## config.mk

```make
export PLATFORM = sky130hd
export DESIGN_NAME = vol_ramp_ctrl
export DESIGN_NICKNAME = d
export VERILOG_FILES = /design/src/rtl/vol_ramp_ctrl.sv
export SDC_FILE = /design/constraint.sdc
export NUM_CORES = 1
export LEC_CHECK = 0
export ABC_AREA = 1
export ABC_CLOCK_PERIOD_IN_PS = 9100
export BUFFER_PORTS_ARGS = -buffer_cell sky130_fd_sc_hd__buf_2
export CORE_ASPECT_RATIO = 1.4
export CORE_MARGIN = 3
export CORE_UTILIZATION = 40
export DETAILED_ROUTE_END_ITERATION = 10
export SYNTH_ARGS = -nofsm -noshare
export SYNTH_HDL_FRONTEND = slang
export SYNTH_SLANG_ARGS = --single-unit
```

## constraint.sdc

```tcl
create_clock -name clk245760 -period 9.1 [get_ports clk245760]
set_clock_uncertainty 0.1 [all_clocks]
set_input_delay 1.365 -clock clk245760 [delete_from_list [all_inputs] [get_ports clk245760]]
set_output_delay 1.365 -clock clk245760 [all_outputs]
set_load 0.05 [all_outputs]
```

## src/rtl/vol_ramp_ctrl.sv

```systemverilog
// Per-channel volume controller: SPI-written target gains and live gains that
// slew toward their targets by at most RAMP_STEP once per audio frame.
module vol_ramp_ctrl #(
  parameter int          NUM_CH    = 1,
  parameter logic [15:0] RAMP_STEP = 16'h0004,
  parameter logic [15:0] VOL_RESET = 16'h00ff
) (
  input  logic                   clk245760,
  input  logic                   rst,
  input  logic                   spi_sclk_i,
  input  logic                   spi_cs_n_i,
  input  logic                   spi_mosi_i,
  output logic                   spi_miso_o,
  input  logic                   frame_tick_i,
  output logic [NUM_CH*32-1:0]   vol_o,
  output logic                   busy_o
);

  localparam int NG = 2 * NUM_CH;

  logic [2:0]  sclk_sync_reg;
  logic [1:0]  cs_sync_reg;
  logic [1:0]  mosi_sync_reg;
  logic        cs_s;
  logic        mosi_s;
  logic        sclk_rise;
  logic        sclk_fall;

  logic        armed_reg;
  logic [4:0]  cnt_reg;
  logic [22:0] rx_reg;
  logic [15:0] tx_reg;
  logic        miso_reg;
  logic        busy_reg;

  logic [6:0]  rd_addr;
  logic [15:0] rd_data;
  logic        wr_en;
  logic [6:0]  wr_addr;
  logic [15:0] wr_data;

  logic [NG*16-1:0] target_flat;
  logic [NG-1:0]    differ_vec;

  assign cs_s      = cs_sync_reg[1];
  assign mosi_s    = mosi_sync_reg[1];
  assign sclk_rise = sclk_sync_reg[1] & ~sclk_sync_reg[2];
  assign sclk_fall = ~sclk_sync_reg[1] & sclk_sync_reg[2];

  // Address bits are complete on the 8th rise; data word on the 24th.
  assign rd_addr = {rx_reg[5:0], mosi_s};
  assign wr_addr = rx_reg[21:15];
  assign wr_data = {rx_reg[14:0], mosi_s};
  assign wr_en   = sclk_rise && armed_reg && !cs_s && (cnt_reg == 5'd23) && rx_reg[22];

  always_comb begin
    rd_data = '0;
    for (int k = 0; k < NG; k++) begin
      if (rd_addr == 7'(k))
        rd_data = target_flat[16*k +: 16];
      if (rd_addr == 7'(7'h40 + k))
        rd_data = vol_o[16*k +: 16];
    end
    if (rd_addr == 7'h7f)
      rd_data = 16'hD000 | 16'(NUM_CH);
  end

  // cs_n sync resets to "asserted" so a frame in flight across reset is
  // ignored until a genuine idle-high chip select has been observed.
  always_ff @(posedge clk245760) begin
    if (rst) begin
      sclk_sync_reg <= '0;
      cs_sync_reg   <= '0;
      mosi_sync_reg <= '0;
      armed_reg     <= 1'b0;
      cnt_reg       <= '0;
      rx_reg        <= '0;
      tx_reg        <= '0;
      miso_reg      <= 1'b0;
    end else begin
      sclk_sync_reg <= {sclk_sync_reg[1:0], spi_sclk_i};
      cs_sync_reg   <= {cs_sync_reg[0], spi_cs_n_i};
      mosi_sync_reg <= {mosi_sync_reg[0], spi_mosi_i};
      if (cs_s)
        armed_reg <= 1'b1;
      if (cs_s || !armed_reg) begin
        cnt_reg  <= '0;
        miso_reg <= 1'b0;
      end else begin
        if (sclk_rise && (cnt_reg != 5'd24)) begin
          cnt_reg <= cnt_reg + 5'd1;
          rx_reg  <= {rx_reg[21:0], mosi_s};
          if (cnt_reg == 5'd7)
            tx_reg <= rd_data;
        end
        if (sclk_fall) begin
          if ((cnt_reg >= 5'd8) && (cnt_reg <= 5'd23)) begin
            miso_reg <= tx_reg[15];
            tx_reg   <= {tx_reg[14:0], 1'b0};
          end else begin
            miso_reg <= 1'b0;
          end
        end
      end
    end
  end

  genvar gi;
  generate
    for (gi = 0; gi < NG; gi++) begin : g_lane
      logic [15:0] target_reg;
      logic [15:0] live_reg;
      logic [15:0] target_next;
      logic [15:0] live_next;
      logic [15:0] stepped;
      logic [15:0] up_gap;
      logic [15:0] dn_gap;

      assign up_gap = target_reg - live_reg;
      assign dn_gap = live_reg - target_reg;

      // Gap is compared before stepping, so the result never overshoots or wraps.
      always_comb begin
        stepped = live_reg;
        if (live_reg < target_reg)
          stepped = (up_gap > RAMP_STEP) ? live_reg + RAMP_STEP : target_reg;
        else if (live_reg > target_reg)
          stepped = (dn_gap > RAMP_STEP) ? live_reg - RAMP_STEP : target_reg;
      end

      always_comb begin
        target_next = target_reg;
        if (wr_en && (wr_addr == 7'(gi)))
          target_next = wr_data;
        live_next = frame_tick_i ? stepped : live_reg;
      end

      always_ff @(posedge clk245760) begin
        if (rst) begin
          target_reg <= VOL_RESET;
          live_reg   <= VOL_RESET;
        end else begin
          target_reg <= target_next;
          live_reg   <= live_next;
        end
      end

      assign target_flat[16*gi +: 16] = target_reg;
      assign vol_o[16*gi +: 16]       = live_reg;
      assign differ_vec[gi]           = (live_next != target_next);
    end
  endgenerate

  always_ff @(posedge clk245760) begin
    if (rst)
      busy_reg <= 1'b0;
    else
      busy_reg <= |differ_vec;
  end

  assign busy_o     = busy_reg;
  assign spi_miso_o = miso_reg;

endmodule

```

**Word-level counts from Yosys, hierarchy flattened**

Index checks and enable logic that the tools add are counted.

- Flip-flop bits (word level): 118
- Logic and storage cells: 85
- Memories kept: 0
- Memory bits (writable): 0
- Bits in read-only memories: 0
- Output and inout bits: 34
- Bits in latches: 0

- Shifts and indexed selects: 0
- Div/mod/pow operators: 0
- Reductions and logical operators: 16
- Multipliers: 0
- $add $sub $neg: 9
- Multiplexer cells: 22
- Equal/unequal tests: 10
- $lt $le $gt $ge: 10
- Bitwise logic cells: 5

Operators with widths:

| operator | number |
|---|---|
| 16-bit two-way mux | 21 |
| 16-bit by 3-bit greater-than comparator with 1-bit output, second input constant | 4 |
| 16-bit subtractor | 4 |
| 16-bit by 3-bit adder with 16-bit output, second input constant | 2 |
| 16-bit greater-than comparator | 2 |
| 16-bit < comparator | 2 |
| 16-bit != test | 2 |
| 16-bit by 3-bit subtractor with 16-bit output, second input constant | 2 |
| 7-bit == test, second input constant | 3 |
| 7-bit by 1-bit == test with 1-bit output, second input constant | 2 |
| 7-bit zero test | 2 |
| 1-bit logical AND | 8 |
| 5-bit by 1-bit adder with 5-bit output, second input constant | 1 |
| 5-bit by 3-bit == test with 1-bit output, second input constant | 1 |
| 5-bit == test, second input constant | 1 |
| 5-bit by 4-bit greater-or-equal comparator with 1-bit output, second input constant | 1 |
| 5-bit less-or-equal comparator, second input constant | 1 |
| 5-bit != test, second input constant | 1 |
| 2-bit OR reduction | 2 |
| 1-bit NOT | 3 |
| 1-bit AND | 2 |
| 1-bit zero test | 2 |
| 2-bit AND reduction | 1 |
| 1-bit logical OR | 1 |
| 1-bit two-way mux | 1 |

**Depth between registers and ports, before layout**

- Word-level depth: 10
- Gate-level depth with buffers: 31
- Gate-level depth less buffers: 29

**Least setup slack after synthesis**

OpenSTA, ideal clock, no wires.

- Path kind: reg-to-reg
- From: register g_lane[0].live_reg[5]
- To: register busy_reg, in the netlist busy_o
- Cell stages (with the launch flop): 28
- Slack: 5.462 ns
- Library setup time: 0.117 ns
- Arrival time: 3.421 ns
- Period minus slack after synthesis: 3.638 ns
- Cell sequence: dfxtp_1 -> clkinv_1 -> ha_1 -> nand2_2 -> clkinv_2 -> nand2_2 -> clkinv_1 -> nand2_1 -> nand2_1 -> nand2_1 -> nand2_1 -> nand2_1 -> inv_1 -> nor2_2 -> nand2_1 -> nor2_4 -> nand2_2 -> buf_6 -> nand2_1 -> nand3_1 -> nand3_2 -> nand2_1 -> nand2_1 -> nand3_1 -> nor2_1 -> nand2_1 -> nor2_1 -> a21oi_1

- Longest elaborated chain between the ends: 8
- Elaborated cells on any way between the ends: 15
- Those cells by class: add/sub (4); order compare (4); eq/ne (1); mux (5); reduce/logical (1)

Ends and longest elaborated chain:

| element | line | source |
|---|---|---|
| from (decl) | 112 | `logic [15:0] live_reg;` |
| from (signal assigned) | 144 | `live_reg <= live_next;` |
| 16-bit subtractor | 120 | `assign dn_gap = live_reg - target_reg;` |
| 16-bit by 3-bit greater-than comparator with 1-bit output | 128 | `stepped = (dn_gap > RAMP_STEP) ? live_reg - RAMP_STEP : target_reg;` |
| 16-bit two-way mux | 128 |  |
| 16-bit two-way mux | 127 | `else if (live_reg > target_reg)` |
| 16-bit two-way mux | 125 | `if (live_reg < target_reg)` |
| 16-bit two-way mux (*) | 135 | `live_next = frame_tick_i ? stepped : live_reg;` |
| 16-bit != test (*) | 150 | `assign differ_vec[gi] = (live_next != target_next);` |
| 2-bit OR reduction (*) | 158 | `busy_reg <= \|differ_vec;` |
| to (signal assigned) | 158 |  |
| to (decl) | 34 | `logic busy_reg;` |

Mark *: on every way between the ends. The rest lies on a longest branch, timed or not.
A chain may end at the register's enable or synchronous reset.

**Worst setup path after layout**

Same ends and word-level chain as after synthesis.

==> run_results.csv <==
group,metric,value,unit
critical_path,path_cells,"clkinv_1 -> ha_1 -> nand2_2 -> inv_2 -> nand2_2 -> inv_2 -> nand2_1 -> nand2_1 -> nand2_1 -> nand2_1 -> clkinv_1 -> nand3_1 -> nand3_2 -> nand2_1 -> nand2_1 -> nand2_1 -> nand3_1 -> nor2_1 -> nand2_1 -> nor2_1 -> a21oi_1",
synthesis,synth_seq_cells,118,
synthesis,synthMuxAreaShare,0,%
sta,finalSetupViolCount,0,
synthesis,synthCells,2230,
synthesis,dominantRegCellSynth,"dfxtp_1",
detailed_routing,drtAntennaViolNets,0,
cts,cts_resized,0,
critical_path,r2r_slack,4280,ps
final_layout,diodes,0,
synthesis,synthArstFlopShare,0,%
floorplanning,start_util,40.6,%
global_routing,grt.overflow.total,0,
sta,setup_tns,0,ps
placed_design,gp_congestion,1.03,
detailed_routing,first_pass_iters,6,
cts,cts_sinks,118,
sta,period_needed,4820,ps
job,drv_cap,0,
floorplanning,fp-row-count,76,
placed_design,dpl_cell_area,12900,µm²
placed_design,placed_cells,2594,
critical_path,crit_top_cell,"nand2_1",
cts,clk_latency,420,ps
global_routing,grt_max_degree,61,
cts,postCtsHoldBufs,0,
global_routing,antenna_found_initial,0,
synthesis,synth_compound_area_share,11.8,%
critical_path,critPathMaxFanout,24,
critical_path,critPathKind,"reg -> reg",
sta,finalMaxSlewViolations,0,
critical_path,critPathCaptureType,"register",
detailed_routing,drtIter0Drc,1108,
detailed_routing,drt_wl_total,42800,µm
cts,cts_made_buffers,17,
synthesis,syn-mean-instance-area,5.61,µm²
power_and_ir_drop,power,2510,µW
power_and_ir_drop,irDropWorstVdd,115,µV
floorplanning,ioPinCount,40,
synthesis,synth-edff-count,0,
final_layout,final_area,13500,µm²
critical_path,crit_required,9280,ps
hold_path,min_path_type,"reg -> reg",
cts,clk_pin_slew,60,ps
cts,cts_buffer_depth,2,
cts,cts_tree,"built",
global_routing,grt_usage,25.2,%
synthesis,yosys.area_share.xor_xnor,2.31,%
sta,worst_slew_pin_slew,1190,ps
critical_path,worstPathArrival,4990,ps
power_and_ir_drop,powerDensity,187,nW/µm²
critical_path,worst_path_dominant_cell_family,"simple AND/OR/NAND/NOR gates",
synthesis,synth_fa_ha_area_share,7.12,%
detailed_routing,vias,13907,
synthesis,ys_seq_area_share,18.9,%
floorplanning,die_h,215,µm
detailed_routing,wl_per_cell,16.3,µm
final_layout,final_nets,2299,
global_routing,grt_pass1_vias,13410,
floorplanning,chipWidth,155,µm
cts,cts_root_buf,"clkbuf_16",
critical_path,cp-start-kind,"register",
final_layout,syn_to_final_growth,7.58,%
sta,rsz0062_at_grt,"no",
power_and_ir_drop,p_leak,0.00715,µW
sta,fmax,208,MHz
synthesis,yosys_warnings,0,
sta,max_slew_margin,20.2,%
synthesis,synthSimpleGateAreaFrac,46.5,%
critical_path,slowest_delay,830,ps
critical_path,crit_slowest_cell,"clkinv_1",
synthesis,syn_nets,2306,
synthesis,synth.cell_area,12500,µm²
detailed_routing,drc,0,
synthesis,synth_top_family_by_area,"simple AND/OR/NAND/NOR gates",
cts,cts_setup_buffers,0,
final_layout,fin_cells,2626,
sta,fin_crit_sh,52.9,%
sta,hold_viol_final,0,
synthesis,ys_types,43,
floorplanning,dieArea,33500,µm²
placed_design,portBuffers,39,
placed_design,place_hpwl,34300,µm
global_routing,grt_pass1_wl,68200,µm
critical_path,critPathBufInv,4,
detailed_routing,via_per_inst,5.30,
status,outcome,"finished, final reports clean",
floorplanning,core_area,30800,µm²
cts,htree_levels,4,
final_layout,layout-drive-gt1-share,7.56,%
cells in the mapped netlist (all sizes together), types with 4 or more instances:
cell type | count | area (µm²)
nand4 | 44 | 275
nor3 | 30 | 191
xor2 | 33 | 289
clkbuf | 38 | 143
buf | 34 | 223
o21ai | 76 | 380
o221ai | 13 | 114
clkinv | 6 | 23.8
a31oi | 6 | 37.5
o22ai | 16 | 100
inv | 345 | 1290
nor2 | 175 | 766
nand3 | 277 | 1470
o21bai | 4 | 30.0
nand2 | 791 | 3050
nand3b | 5 | 37.5
o211ai | 16 | 135
ha | 68 | 851
dfxtp | 118 | 2360
a21oi | 125 | 633
layout make-up:
cell class                      instances  area [µm²]
Inverter                              351        1320
Clock buffer                           18         439
Sequential cell                       118        2360
Clock inverter                         14         139
Multi-Input combinational cell       1689        8460
Tap cell                              390         488
Timing Repair Buffer                   46         248
Fill cell                            3427       17400
worst register-to-register path: stages, from the launching register on:
cell and delay [ps]:
dfxtp_1 500, clkinv_1 310, ha_1 540, nand2_2 110, inv_2 90, nand2_2 70
inv_2 50, nand2_1 70, nand2_1 100, nand2_1 70, nand2_1 690, clkinv_1 830
nand3_1 320, nand3_2 130, nand2_1 80, nand2_1 50, nand2_1 50, nand3_1 90
nor2_1 150, nand2_1 110, nor2_1 90, a21oi_1 60
stage by stage:
step	setup slack, ps	utilization (%)	hold WS (ps)
after floorplan	5460	-	288
after global placement	4440	41.8	299
after detailed placement	4410	41.8	302
after CTS	4380	43.7	313
after global routing	3840	43.7	336
final	4280	43.7	309
placed cells by master (no fill, tap or decap), drive strengths merged, types with 2 or more instances in the layout:
cell	instances
a31oi	6
inv	351
a21oi	125
xor2	33
o211ai	16
nor4	2
o21ai	76
nand3b	5
o22ai	16
clkbuf	18
nand3	277
fa	2
nor3	30
buf	46
nand2	791
o21bai	4
ha	68
nand4	44
dfxtp	118
nor2	175
clkinvlp	4
o221ai	13
clkinv	9
a21o	2
cell families after synthesis:
group | after synthesis
compound gates | 261
xor+xnor | 33
buf+inv | 423
fa+ha+maj | 70
simple gates | 1325
flops | 118
worst paths after layout:
kind                               startpoint                   endpoint  depth (start not counted)
max          g_lane[0].live_reg[5]$_SDFF_PP1_          busy_o$_SDFF_PP0_                         21
min                 cs_sync_reg[0]$_SDFF_PP0_  cs_sync_reg[1]$_SDFF_PP0_                          2
max reg2reg  g_lane[0].live_reg[5]$_SDFF_PP1_          busy_o$_SDFF_PP0_                         21
min reg2reg         cs_sync_reg[0]$_SDFF_PP0_  cs_sync_reg[1]$_SDFF_PP0_                          2
where the power goes:
part | total (µW) | internal [µW] | switching (µW)
Combinational | 1270 | 363 | 902
Sequential | 591 | 540 | 50.5
Clock | 655 | 388 | 267
Total | 2510 | 1290 | 1220
metal layers:
| metal | wire, µm | GRT usage, % | part of all wire, % |
|---|---|---|---|
| met2 | 22200 | 46.5 | 52 |
| met3 | 1330 | 2.48 | 3.1 |
| met4 | 2370 | 14.1 | 5.5 |
| met1 | 16900 | 27.6 | 39 |
| met5 | 0 | 0 | 0 |
Power figures use the tool's default switching activity.
